`src/rtl/ch376_spi_seq.sv`:
```
// CH376 SPI-mode command sequencer with ESP32/FPGA bus arbitration.
// Optional CH376_INT_WAIT_EN: after a data transaction, wait for INT# and auto-read GET_STATUS.
module ch376_spi_seq #(
    parameter int CLK_DIV     = 4,
    parameter int CMD_GAP     = 40,
    parameter int CS_IDLE     = 8,
    parameter int INT_TIMEOUT = 2500000
) (
    input  logic       clk,
    input  logic       reset,
    input  logic       start,
    input  logic [7:0] cmd,
    input  logic [7:0] tx_len,
    input  logic [7:0] rx_len,
    input  logic [7:0] tx_data,
    output logic       tx_take,
    output logic [7:0] rx_data,
    output logic       rx_valid,
    output logic       busy,
    output logic       done,
    output logic       esp_owner,
    output logic       int_pending,
    output logic [7:0] status,
    output logic       timeout,
    input  logic       esp_csn,
    input  logic       esp_clk,
    input  logic       esp_mosi,
    output logic       esp_miso,
    output logic       spi_csn,
    output logic       spi_clk,
    output logic       spi_mosi,
    input  logic       spi_miso,
    input  logic       ch_int_n
);
    typedef enum logic [3:0] {
        S_IDLE, S_ESP, S_SETUP, S_CMD, S_GAP, S_TX, S_RX, S_COOL
`ifdef CH376_INT_WAIT_EN
        , S_WAITINT
`endif
    } state_t;

    state_t      state;
    logic [1:0]  miso_sy, int_sy, csn_sy;
    logic        miso_s, int_s, csn_s, start_ok;
    logic        csn_r, clk_r, mosi_r, auto_r;
    logic [7:0]  sh, rsh, bcnt, cmd_r, tx_len_r, rx_len_r;
    logic [2:0]  bitn;
    logic [31:0] div_cnt, cnt;

    assign miso_s   = miso_sy[1];
    assign int_s    = int_sy[1];
    assign csn_s    = csn_sy[1];
    assign start_ok = (state == S_IDLE) && csn_s && start;

    // ESP32 gets a raw combinational path once it owns the bus
    assign spi_csn  = (state == S_ESP) ? esp_csn  : csn_r;
    assign spi_clk  = (state == S_ESP) ? esp_clk  : clk_r;
    assign spi_mosi = (state == S_ESP) ? esp_mosi : mosi_r;
    assign esp_miso = (state == S_ESP) ? spi_miso : 1'b1;

    always_ff @(posedge clk) begin
        if (reset) begin
            miso_sy <= 2'b11;
            int_sy  <= 2'b11;
            csn_sy  <= 2'b11;
        end else begin
            miso_sy <= {miso_sy[0], spi_miso};
            int_sy  <= {int_sy[0], ch_int_n};
            csn_sy  <= {csn_sy[0], esp_csn};
        end
    end

    always_ff @(posedge clk) begin
        if (reset) begin
            state       <= S_IDLE;
            csn_r       <= 1'b1;
            clk_r       <= 1'b0;
            mosi_r      <= 1'b1;
            sh          <= 8'hFF;
            rsh         <= '0;
            bitn        <= '0;
            div_cnt     <= '0;
            cnt         <= '0;
            bcnt        <= '0;
            cmd_r       <= '0;
            tx_len_r    <= '0;
            rx_len_r    <= '0;
            auto_r      <= 1'b0;
            busy        <= 1'b0;
            done        <= 1'b0;
            tx_take     <= 1'b0;
            rx_valid    <= 1'b0;
            rx_data     <= '0;
            esp_owner   <= 1'b0;
            int_pending <= 1'b0;
            status      <= '0;
            timeout     <= 1'b0;
        end else begin
            done     <= 1'b0;
            tx_take  <= 1'b0;
            rx_valid <= 1'b0;
            timeout  <= 1'b0;

            if (start_ok)
                int_pending <= 1'b0;
            else if (!int_s)
                int_pending <= 1'b1;

            case (state)
                S_IDLE: begin
                    if (!csn_s) begin
                        state     <= S_ESP;
                        esp_owner <= 1'b1;
                    end else if (start) begin
                        state    <= S_SETUP;
                        busy     <= 1'b1;
                        csn_r    <= 1'b0;
                        cnt      <= '0;
                        cmd_r    <= cmd;
                        tx_len_r <= tx_len;
                        rx_len_r <= rx_len;
                        auto_r   <= 1'b0;
                    end
                end

                S_ESP: begin
                    if (csn_s) begin
                        state     <= S_COOL;
                        esp_owner <= 1'b0;
                        cnt       <= '0;
                    end
                end

                S_SETUP: begin
                    if (cnt == CLK_DIV - 1) begin
                        state   <= S_CMD;
                        sh      <= cmd_r;
                        mosi_r  <= cmd_r[7];
                        bitn    <= '0;
                        div_cnt <= '0;
                        clk_r   <= 1'b0;
                    end else begin
                        cnt <= cnt + 32'd1;
                    end
                end

                S_GAP: begin
                    if (cnt == CMD_GAP - 1) begin
                        bitn    <= '0;
                        div_cnt <= '0;
                        bcnt    <= '0;
                        if (tx_len_r != 8'd0) begin
                            state   <= S_TX;
                            sh      <= tx_data;
                            mosi_r  <= tx_data[7];
                            tx_take <= 1'b1;
                        end else if (rx_len_r != 8'd0) begin
                            state  <= S_RX;
                            sh     <= 8'hFF;
                            mosi_r <= 1'b1;
                        end else begin
                            state  <= S_COOL;
                            csn_r  <= 1'b1;
                            mosi_r <= 1'b1;
                            cnt    <= '0;
                        end
                    end else begin
                        cnt <= cnt + 32'd1;
                    end
                end

                S_CMD, S_TX, S_RX: begin
                    if (div_cnt != CLK_DIV - 1) begin
                        div_cnt <= div_cnt + 32'd1;
                    end else begin
                        div_cnt <= '0;
                        if (!clk_r) begin
                            // rising edge: sample MISO
                            clk_r <= 1'b1;
                            rsh   <= {rsh[6:0], miso_s};
                            if (state == S_RX && bitn == 3'd7) begin
                                if (auto_r)
                                    status <= {rsh[6:0], miso_s};
                                else begin
                                    rx_data  <= {rsh[6:0], miso_s};
                                    rx_valid <= 1'b1;
                                end
                            end
                        end else begin
                            clk_r <= 1'b0;
                            if (bitn != 3'd7) begin
                                bitn   <= bitn + 3'd1;
                                sh     <= {sh[6:0], 1'b1};
                                mosi_r <= sh[6];
                            end else begin
                                bitn <= '0;
                                case (state)
                                    S_CMD: begin
                                        state <= S_GAP;
                                        cnt   <= '0;
                                    end
                                    S_TX: begin
                                        if (bcnt + 8'd1 != tx_len_r) begin
                                            bcnt    <= bcnt + 8'd1;
                                            sh      <= tx_data;
                                            mosi_r  <= tx_data[7];
                                            tx_take <= 1'b1;
                                        end else if (rx_len_r != 8'd0) begin
                                            state  <= S_RX;
                                            bcnt   <= '0;
                                            sh     <= 8'hFF;
                                            mosi_r <= 1'b1;
                                        end else begin
                                            state  <= S_COOL;
                                            csn_r  <= 1'b1;
                                            mosi_r <= 1'b1;
                                            cnt    <= '0;
                                        end
                                    end
                                    default: begin
                                        if (bcnt + 8'd1 != rx_len_r) begin
                                            bcnt <= bcnt + 8'd1;
                                        end else begin
                                            state  <= S_COOL;
                                            csn_r  <= 1'b1;
                                            mosi_r <= 1'b1;
                                            cnt    <= '0;
                                        end
                                    end
                                endcase
                            end
                        end
                    end
                end

                S_COOL: begin
                    csn_r <= 1'b1;
                    clk_r <= 1'b0;
                    if (cnt == CS_IDLE - 1) begin
`ifdef CH376_INT_WAIT_EN
                        if (busy && !auto_r && (tx_len_r != 8'd0 || rx_len_r != 8'd0)) begin
                            state <= S_WAITINT;
                            cnt   <= '0;
                        end else
`endif
                        begin
                            state <= S_IDLE;
                            if (busy) begin
                                done <= 1'b1;
                                busy <= 1'b0;
                            end
                        end
                    end else begin
                        cnt <= cnt + 32'd1;
                    end
                end

`ifdef CH376_INT_WAIT_EN
                S_WAITINT: begin
                    if (!int_s) begin
                        // automatic GET_STATUS: one command, one read byte into status
                        state    <= S_SETUP;
                        csn_r    <= 1'b0;
                        cnt      <= '0;
                        cmd_r    <= 8'h22;
                        tx_len_r <= 8'd0;
                        rx_len_r <= 8'd1;
                        auto_r   <= 1'b1;
                    end else if (cnt == INT_TIMEOUT - 1) begin
                        state   <= S_IDLE;
                        timeout <= 1'b1;
                        status  <= 8'hFF;
                        done    <= 1'b1;
                        busy    <= 1'b0;
                    end else begin
                        cnt <= cnt + 32'd1;
                    end
                end
`endif

                default: state <= S_IDLE;
            endcase
        end
    end
endmodule
```
`config.mk`:
```
export PLATFORM = sky130hd
export DESIGN_NAME = ch376_spi_seq
export DESIGN_NICKNAME = d
export VERILOG_FILES = /design/src/rtl/ch376_spi_seq.sv
export SDC_FILE = /design/constraint.sdc
export NUM_CORES = 1
export LEC_CHECK = 0
export CAP_MARGIN = 20
export CORE_UTILIZATION = 25
export CTS_CLUSTER_SIZE = 14
export DETAILED_ROUTE_END_ITERATION = 8
export HOLD_SLACK_MARGIN = 0.02
export SLEW_MARGIN = 20
export SYNTH_ARGS = -nofsm -noshare
export SYNTH_HDL_FRONTEND = slang
export SYNTH_SLANG_ARGS = --single-unit
export TNS_END_PERCENT = 1
```
`constraint.sdc`:
```
create_clock -name clk -period 3 [get_ports clk]
set_clock_uncertainty 0.2 [all_clocks]
set_input_delay 0.6 -clock clk [delete_from_list [all_inputs] [get_ports clk]]
set_output_delay 0.6 -clock clk [all_outputs]
set_load 0.01 [all_outputs]
```
# == Yosys cells after proc, flatten, opt, wreduce, memory -nomap -nowiden ==
# Index checks and enable logic that the tools add are counted.
# Widths: inputs -> output; s select.
# word_totals
register_bits,141
elab_cells,207
# op_classes
add_sub_neg,4
eq_ne,39
n_mux,104
bitwise,6
n_reduce_logical,31
# op_table
op,count
$mux 32,16
$pmux 32 s6,1
$mux 8,16
$pmux 32 s3,1
$add 32x1->32 const B,2
$pmux 32 s2,1
$mux 4,11
$mux 1,38
$eq 32x2->1 const B,1
$eq 32x3->1 const B,1
$eq 32x6->1 const B,1
$ne 32x2->1 const B,1
$pmux 8 s2,2
$ne 2x2->1 const B,14
$ne 3x3->1 const B,8
$pmux 4 s6,1
$pmux 8 s3,1
$eq 4x3->1 const B,4
$ne 8x8->1,2
$reduce_bool 8->1,2
$mux 3,5
$reduce_and 3->1,5
$ne 4x4->1 const B,3
$reduce_and 12->1,1
other kinds (28),46

# == Longest topological paths before layout ==
# Gate-level depths: netlist of the first run.
# logic_depth
ltp_word,8
depth_mapped,11

# == Worst setup path after synthesis of the first run ==
# OpenSTA, ideal clock, no wires.
# synth_path
kind,register -> register
startpoint,reg bitn[0]
endpoint,reg cnt[29]
setup_time_ps,127
t_arrival_ps,2528
t_required_ps,2673
path_slack_ps,145
path_stages_with_launch,10
path_buffers,1
period_less_slack_ps,2855
path_cell_list,dfxtp_1 ha_1 ha_1 clkbuf_1 clkinv_1 or3_1 a211oi_1 nor2b_1 and3_1 a31oi_1
# synth_via
elab_chain_len,3
# synth_rtl
item,line_no,text
"start, declared",47,logic [2:0] bitn;
"start signal, assigned",192,bitn <= bitn + 3'd1;
$ne 3x3->1,191,if (bitn != 3'd7) begin
$ne 2x2->1 (no source line),-,
$reduce_and 12->1 (no source line),-,
"end signal, assigned",143,cnt <= cnt + 32'd1;
"end signal, assigned",168,cnt <= cnt + 32'd1;
"end signal, assigned",254,cnt <= cnt + 32'd1;
"end, declared",48,"logic [31:0] div_cnt, cnt;"
# Every way passes these cells.
# A chain may end at the register's enable or synchronous reset.

# == Final worst setup path of the first run ==
# layout_path
startpoint,reg state[2]
endpoint,out spi_csn
# layout_via
elab_chain_len,2
# layout_rtl
item,line_no,text
"start, declared",42,state_t state;
"start signal, assigned",75,state <= S_IDLE;
"start signal, assigned",112,state <= S_ESP;
"start signal, assigned",115,state <= S_SETUP;
$eq 4x1->1,56,assign spi_csn = (state == S_ESP) ? esp_csn : csn_r;
$mux 1,56,
"end, declared",29,"output logic spi_csn,"
# Every way passes these cells.

==> flow_summary.toml, run 1 <==
[run_status]
outcome = "finished, final reports clean"

[routing]
route.vias.total = 7114
drt-wirelength-per-cell_um = 14.3
routed_via_count_divided_by_cell_count = 4.97
routed_wire_length_um = 20400
routed_met3_length_um = 1070
detailedRoute.firstIterationViolations = 642
top_signal_layer_used = "met4"
met2_wirelength_um = 9490
route.layer.met1.wl_um = 9550
dr.pass1.iters = 7
final_antenna_net_count = 0
drcViolationCount = 0

[timing]
timing.final.max_slew_violations = 0
whs_ns = 0.207
rsz0062_at_grt = "true"
timing.max_slew.rel_slack_pct = 50.8
timing_hold_violations_final = 0
worst_slew_pin_slew_ns = 0.738
timing.setup.tns_ns = 0
worst_slack_ns = 0.0715
setup_viol = 0
layout_min_cycle_time_ns = 2.93
post-route-period-util_pct = 97.6
clock.fmax_mhz = 341

[placement]
hpwlAfterDp_um = 14100
placed_cell_area_um2 = 8840
place_worst_setup_slack_ns = -0.109
gp_congestion = 0.895
number_of_port_buffers = 57

[clocking]
clock_latency_ns = 0.43
clock_tree.htree_level_count = 4
clkTransAtPathRegs_ns = 0.06
total_number_of_clock_tree_sinks = 139
tritoncts_buffer_count = 17
cts_buffer_depth = 2
cts_tree = "built"
cts.repair_timing.setup_buffer_count = 0
cts_root_buf = "sky130_fd_sc_hd__clkbuf_16"

[global_route]
globalRoute.totalOverflow = 0
antenna_found_initial = 0
grt_start_max_net_pins = 103
grt_pass1_wl_um = 33500
global_route.usage.total_pct = 13.4
first_global_vias = 6579

[die]
core_area_um2 = 29700
starting_density_of_the_core_pct = 25.5
chipHeight_um = 176
die_width_um = 176
floorplan.die_area_um2 = 31000
placementRows = 63
ioPinCount = 67

[logic_synthesis]
synth_enable_flop_cells = 0
synth_cell_type_count = 73
syn-instance-count = 951
ys_warn_count = 0
postSynthRegisterBits = 139
netlist_area_um2 = 7580
sequential_to_total_area_share_from_yosys_stat_pct = 36.7
async_reset_ff_share_pct = 0
syn_area_per_cell_um2 = 7.97
synth_ff_type = "sky130_fd_sc_hd__dfxtp_1"

[setup_path]
cp.arrival_ns = 2.13
critPathKind = "reg2out"
cp-end-kind = "output port"
critPathLaunchType = "register"
required_time_reported_for_the_critical_path_endpoint_ns = 2.20
crit_fanout = 12
worst_r2r_path_depth = 10

[final_layout]
finish.utilization_pct = 31.9
synthToLayoutAreaGrowth_pct = 24.9
design_area_um2 = 9470
layout.nets = 1073
antenna_cells_inserted = 0
layout.cells.most_common_list = "sky130_fd_sc_hd__dfxtp_1, sky130_fd_sc_hd__nor2_1, sky130_fd_sc_hd__nand2_1"
drive_above_1_share_pct = 14.4
layout.cells.most_common = "sky130_fd_sc_hd__dfxtp_1"

[pwr]
max-vdd-ir-drop_uv = 304
cellPowerDensity_nw_per_um2 = 646
power.static_leakage_nw = 3.25

[worst_hold_path]
worst_hold_path_type = "reg2reg"
whs_path_depth = 1

[job]
drv_cap = 0
kinds of logic (layout without fill, tap and decap cells):
logic type | count (synthesis) | count (layout) | share of synthesized area, %
AOI/OAI and AO/OA | 219 | 219 | 19.1
muxes | 27 | 27 | 3.70
DFF | 139 | 139 | 36.7
buffers and inverters | 79 | 160 | 4.95
and+or+nand+nor | 436 | 436 | 29.1
adders and majority gates | 7 | 7 | 1.09
xor gates and xnor gates | 43 | 43 | 5.33
other | 1 | 9 | 0.0495
routing by layer:
layer  track usage [%]  vias up
met5                 0        -
met4              4.13        0
met3              2.45       24
met2              21.3      201
met1              18.2     3321
li1                  -     3568
worst paths after layout:
| path | from | endpoint | slack (ns) |
|---|---|---|---|
| hold reg to reg | csn_sy[0]$_SDFF_PP1_ | csn_sy[1]$_SDFF_PP1_ | 0.21 |
| setup / recovery | state[2]$_SDFFE_PP0P_ | spi_csn | 0.07 |
| setup reg to reg | cnt[14]$_SDFFE_PP0P_ | cnt[11]$_SDFFE_PP0P_ | 0.15 |
| hold / removal | csn_sy[0]$_SDFF_PP1_ | csn_sy[1]$_SDFF_PP1_ | 0.21 |
critical path: stages, from the launching register on:
cell,delay (ns)
sky130_fd_sc_hd__dfxtp_2,0.39
sky130_fd_sc_hd__buf_4,0.18
sky130_fd_sc_hd__buf_4,0.16
sky130_fd_sc_hd__nor2_4,0.15
sky130_fd_sc_hd__mux2_2,0.35
sky130_fd_sc_hd__clkdlybuf4s50_1,0.48
metrics by stage:
step / power (mW) / std cells
6_report: 6.12 / 1430
5_1_grt: 6.47 / 1430
4_1_cts: 6.14 / 1430
3_5_place_dp: 4.13 / 1399
3_3_place_gp: 4.12 / 1399
2_1_floorplan: 3.39 / 959
final cells by class:
cell class              instances  area (um^2)
fillers                      3118        20200
multi-input cells             741         4530
flip-flops and latches        139         2790
repair buffers                117         1070
well taps                     390          488
clock buffers                  18          429
clock inverters                13          120
inverters                      12         45.0
repair_timing:
| action | 4_1_cts | 5_1_grt |
|---|---|---|
| pin swaps | 0 | 2 |
| hold buffers | 0 | 0 |
| resized for setup | 6 | 12 |
| endpoints found under the setup margin | 10 | 59 |
state kept, by name, indices dropped and copies added (netlist names), 2 cells and up:
signal and count:
rsh 7, state 3, cmd_r 8, bitn 3
sh 7, rx_data 8, bcnt 8, rx_len_r 8
div_cnt 32, csn_sy 2, miso_sy 2, int_sy 2
tx_len_r 8, cnt 32
where the power goes:
group / switching [mW] / internal, mW
combinational: 1.23 / 0.810
clock: 0.839 / 1.14
sequential: 0.134 / 1.96
cells in the mapped netlist (3+ instances only):
cell                        count  area share (%)
sky130_fd_sc_hd__nand3b_1       5            0.50
sky130_fd_sc_hd__clkbuf_1      36             1.8
sky130_fd_sc_hd__inv_1         10            0.50
sky130_fd_sc_hd__a211o_1        9             1.0
sky130_fd_sc_hd__xnor2_1       17             2.0
sky130_fd_sc_hd__buf_2         12            0.79
sky130_fd_sc_hd__o21ai_1        4            0.26
sky130_fd_sc_hd__dfxtp_1      139              37
sky130_fd_sc_hd__nand4_1       11            0.91
sky130_fd_sc_hd__and3_1        23             1.9
sky130_fd_sc_hd__a211oi_1       8            0.79
sky130_fd_sc_hd__a311oi_1       7            0.81
sky130_fd_sc_hd__nor4_1        17             1.4
sky130_fd_sc_hd__a2bb2oi_1      6            0.69
sky130_fd_sc_hd__and4_1         6            0.69
sky130_fd_sc_hd__nor2_2         3            0.25
sky130_fd_sc_hd__buf_1          5            0.25
sky130_fd_sc_hd__buf_4         11             1.1
sky130_fd_sc_hd__or2_2          9            0.74
sky130_fd_sc_hd__nor4_2         4            0.66
sky130_fd_sc_hd__nor3_2         3            0.40
sky130_fd_sc_hd__ha_1           5            0.83
sky130_fd_sc_hd__a32oi_1        4            0.46
sky130_fd_sc_hd__nand3_1       36             2.4
sky130_fd_sc_hd__a21oi_1       74             4.9
sky130_fd_sc_hd__mux2_2         8             1.2
sky130_fd_sc_hd__and2_1        15             1.2
sky130_fd_sc_hd__nand3_2        4            0.53
sky130_fd_sc_hd__nor2b_1        8            0.66
sky130_fd_sc_hd__o21ai_0       28             1.8
sky130_fd_sc_hd__o21a_1         4            0.40
sky130_fd_sc_hd__buf_6          3            0.45
sky130_fd_sc_hd__o211ai_1      14             1.4
sky130_fd_sc_hd__or3_1          6            0.50
sky130_fd_sc_hd__nor2_1       118             5.8
sky130_fd_sc_hd__mux2i_1       19             2.5
sky130_fd_sc_hd__a31oi_1       26             2.1
sky130_fd_sc_hd__o31ai_1       10            0.99
sky130_fd_sc_hd__nand2_1      107             5.3
sky130_fd_sc_hd__xor2_1        24             2.8
sky130_fd_sc_hd__nand2b_1       5            0.41
sky130_fd_sc_hd__nor3_1        45             3.0
sky130_fd_sc_hd__o41ai_1        4            0.46
No activity file was read; power rests on OpenSTA's default activity.
==> run 2, diff against run 1 <==
--- a/config.mk
+++ b/config.mk
@@ -9,7 +9,9 @@
 export CORE_UTILIZATION = 25
 export CTS_CLUSTER_SIZE = 14
 export DETAILED_ROUTE_END_ITERATION = 8
-export HOLD_SLACK_MARGIN = 0.02
+export DONT_BUFFER_PORTS = 1
+export HOLD_SLACK_MARGIN = 0.08
+export RECOVER_POWER = 50
 export SLEW_MARGIN = 20
 export SYNTH_ARGS = -nofsm -noshare
 export SYNTH_HDL_FRONTEND = slang
==> flow_summary.toml, run 2 (synthesized netlist as in run 1, its figures left out) <==
[run_status]
outcome = "finished, final reports clean"

[setup_path]
timing.rr.start = "bcnt[1]$_SDFFE_PP0P_"
worstSetupEndpoint = "spi_csn"
cp.arrival_ns = 2.06
cp-end-kind = "output port"
required_time_reported_for_the_critical_path_endpoint_ns = 2.20
crit-reg2reg-capture = "state[2]$_SDFFE_PP0P_"
reg2reg_setup_slack_ns = 0.15
worst_r2r_path_depth = 9
critPathLaunchType = "register"
timing.critical_path.from = "state[0]$_SDFFE_PP0P_"
crit_fanout = 9
critPathKind = "reg2out"

[pwr]
power.share.clock_pct = 35.9
power_switching_share_pct = 35.1
max-vdd-ir-drop_uv = 429
cell_internal_pwr_mw = 4.07
total_power_mw = 6.28
netSwitchingPower_mw = 2.21
power.static_leakage_nw = 3.08
seq_power_share_pct = 33.3
cellPowerDensity_nw_per_um2 = 698
comb_power_share_pct = 30.8

[timing]
rsz0062_at_grt = "true"
timing.final.max_slew_violations = 0
timing.setup.tns_ns = 0
clock.fmax_mhz = 350
post-route-period-util_pct = 95.2
layout_min_cycle_time_ns = 2.86
worst_slew_pin_slew_ns = 0.759
timing_hold_violations_final = 0
setup_viol = 0
timing.max_slew.rel_slack_pct = 49.4

[clocking]
cts_tree = "built"
tritoncts_buffer_count = 17
clock_latency_ns = 0.43
clkTransAtPathRegs_ns = 0.06
cts_root_buf = "sky130_fd_sc_hd__clkbuf_16"
cts_buffer_depth = 2
clock_tree.htree_level_count = 4
total_number_of_clock_tree_sinks = 139

[global_route]
globalRoute.totalOverflow = 0
antenna_found_initial = 0
globalRouteMet3Util_pct = 2.54
grt_pass1_wl_um = 33800
grt_start_max_net_pins = 92
global_route.usage.total_pct = 13.5
use_met2_pct = 22.0
first_global_vias = 6558
globalRoute.busiestLayer = "met2"
grtUsageMet1_pct = 17.7

[worst_hold_path]
worst_hold_path_type = "in2reg"
whs_path_depth = 1

[final_layout]
seq_area_um2 = 2780
antenna_cells_inserted = 0
synthToLayoutAreaGrowth_pct = 18.6
layout.cells.most_common_list = "sky130_fd_sc_hd__dfxtp_1, sky130_fd_sc_hd__nor2_1, sky130_fd_sc_hd__nand2_1"
layout_top_registers = "cnt: 32 flops, div_cnt: 32 flops"
drive_above_1_share_pct = 14.4
layout.filler_cells = 3148
layout.nets = 1026
total_area_of_multi_input_combinational_cells_um2 = 4510
layout.cells.most_common = "sky130_fd_sc_hd__dfxtp_1"

[placement]
hpwlAfterDp_um = 14000
gp_congestion = 0.894
number_of_port_buffers = 0

[die]
die_width_um = 176
floorplan.die_area_um2 = 31000
starting_density_of_the_core_pct = 25.5
chipHeight_um = 176
ioPinCount = 67
core_area_um2 = 29700
placementRows = 63

[routing]
detailedRoute.firstIterationViolations = 496
routed_wire_length_um = 20500
routed_via_count_divided_by_cell_count = 5.06
dr.pass1.iters = 5
final_antenna_net_count = 0
drcViolationCount = 0
drt-wirelength-per-cell_um = 14.8
route.vias.total = 7001

[job]
drv_cap = 0
run 2: changes by cell type in the layout (fill, tap and decap cells not counted), sizes merged:
cell / previous run / this run
clkdlybuf4s50: 56 / 0
clkbuf: 18 / 28
buf: 61 / 56
dlygate4sd3: 0 / 4
bufinv: 1 / 4
clkinv: 8 / 7
clkinvlp: 3 / 2
inv: 13 / 12
run 2: power groups by stage:
stage                     combinational [mW]  clock (mW)  sequential (mW)
after floorplan                         1.31           0             2.08
after global routing                    2.13        2.38             2.10
after detailed placement                1.92           0             2.13
final                                   1.93        2.25             2.09
after CTS                               1.96        2.30             2.09
after global placement                  1.91           0             2.13
run 2: cell type report:
class / count / area share (%)
tap: 390 / 5.43
sequential: 139 / 31.0
inverter: 12 / 0.501
clock buffer: 18 / 4.77
clock inverter: 13 / 2.14
multi-input combinational: 741 / 50.1
timing repair buffer: 70 / 6.07
run 2: through the flow:
stage,util [%],hold slack (ns),setup slack [ns],instance area [um^2],std cells
global placement,27.9,0.197,0.0700,8290,1346
detailed placement,27.9,0.204,0.00612,8290,1346
CTS,30.2,0.0823,0.00287,8980,1382
finish,30.3,0.0978,0.145,8990,1383
floorplan,-,0.189,0.145,7610,959
global route,30.3,0.0874,-0.00705,8990,1383
run 2: how the worst min path moves through the flow:
stage	endpoint	from	slack, ns
CTS	csn_r$_SDFFE_PP1P_	reset	0.08
floorplan	csn_sy[1]$_SDFF_PP1_	csn_sy[0]$_SDFF_PP1_	0.19
finish	rx_valid$_SDFF_PP0_	reset	0.1
global route	miso_sy[1]$_SDFF_PP1_	reset	0.09
detailed placement	int_sy[1]$_SDFF_PP1_	int_sy[0]$_SDFF_PP1_	0.20
global placement	int_sy[1]$_SDFF_PP1_	int_sy[0]$_SDFF_PP1_	0.20
run 2: repair_timing:
action | CTS | global route
setup buffers | 0 | 1
resized for setup | 0 | 13
endpoints found under the setup margin | 0 | 61
hold buffers | 5 | 0
hold endpoints to repair | 92 | 0
run 2: critical path: stages (launching register included):
cell                       delay [ns]
sky130_fd_sc_hd__dfxtp_1         0.51
sky130_fd_sc_hd__buf_4           0.22
sky130_fd_sc_hd__nand2b_1        0.08
sky130_fd_sc_hd__clkbuf_2        0.19
sky130_fd_sc_hd__nor2_1          0.24
sky130_fd_sc_hd__mux2_2          0.40
run 2: per-layer routing:
| layer | up-vias | wire length (um) |
|---|---|---|
| li1 | 3471 | - |
| met1 | 3316 | 9520 |
| met2 | 191 | 9580 |
| met3 | 23 | 1060 |
| met4 | 0 | 342 |
| met5 | - | 0 |
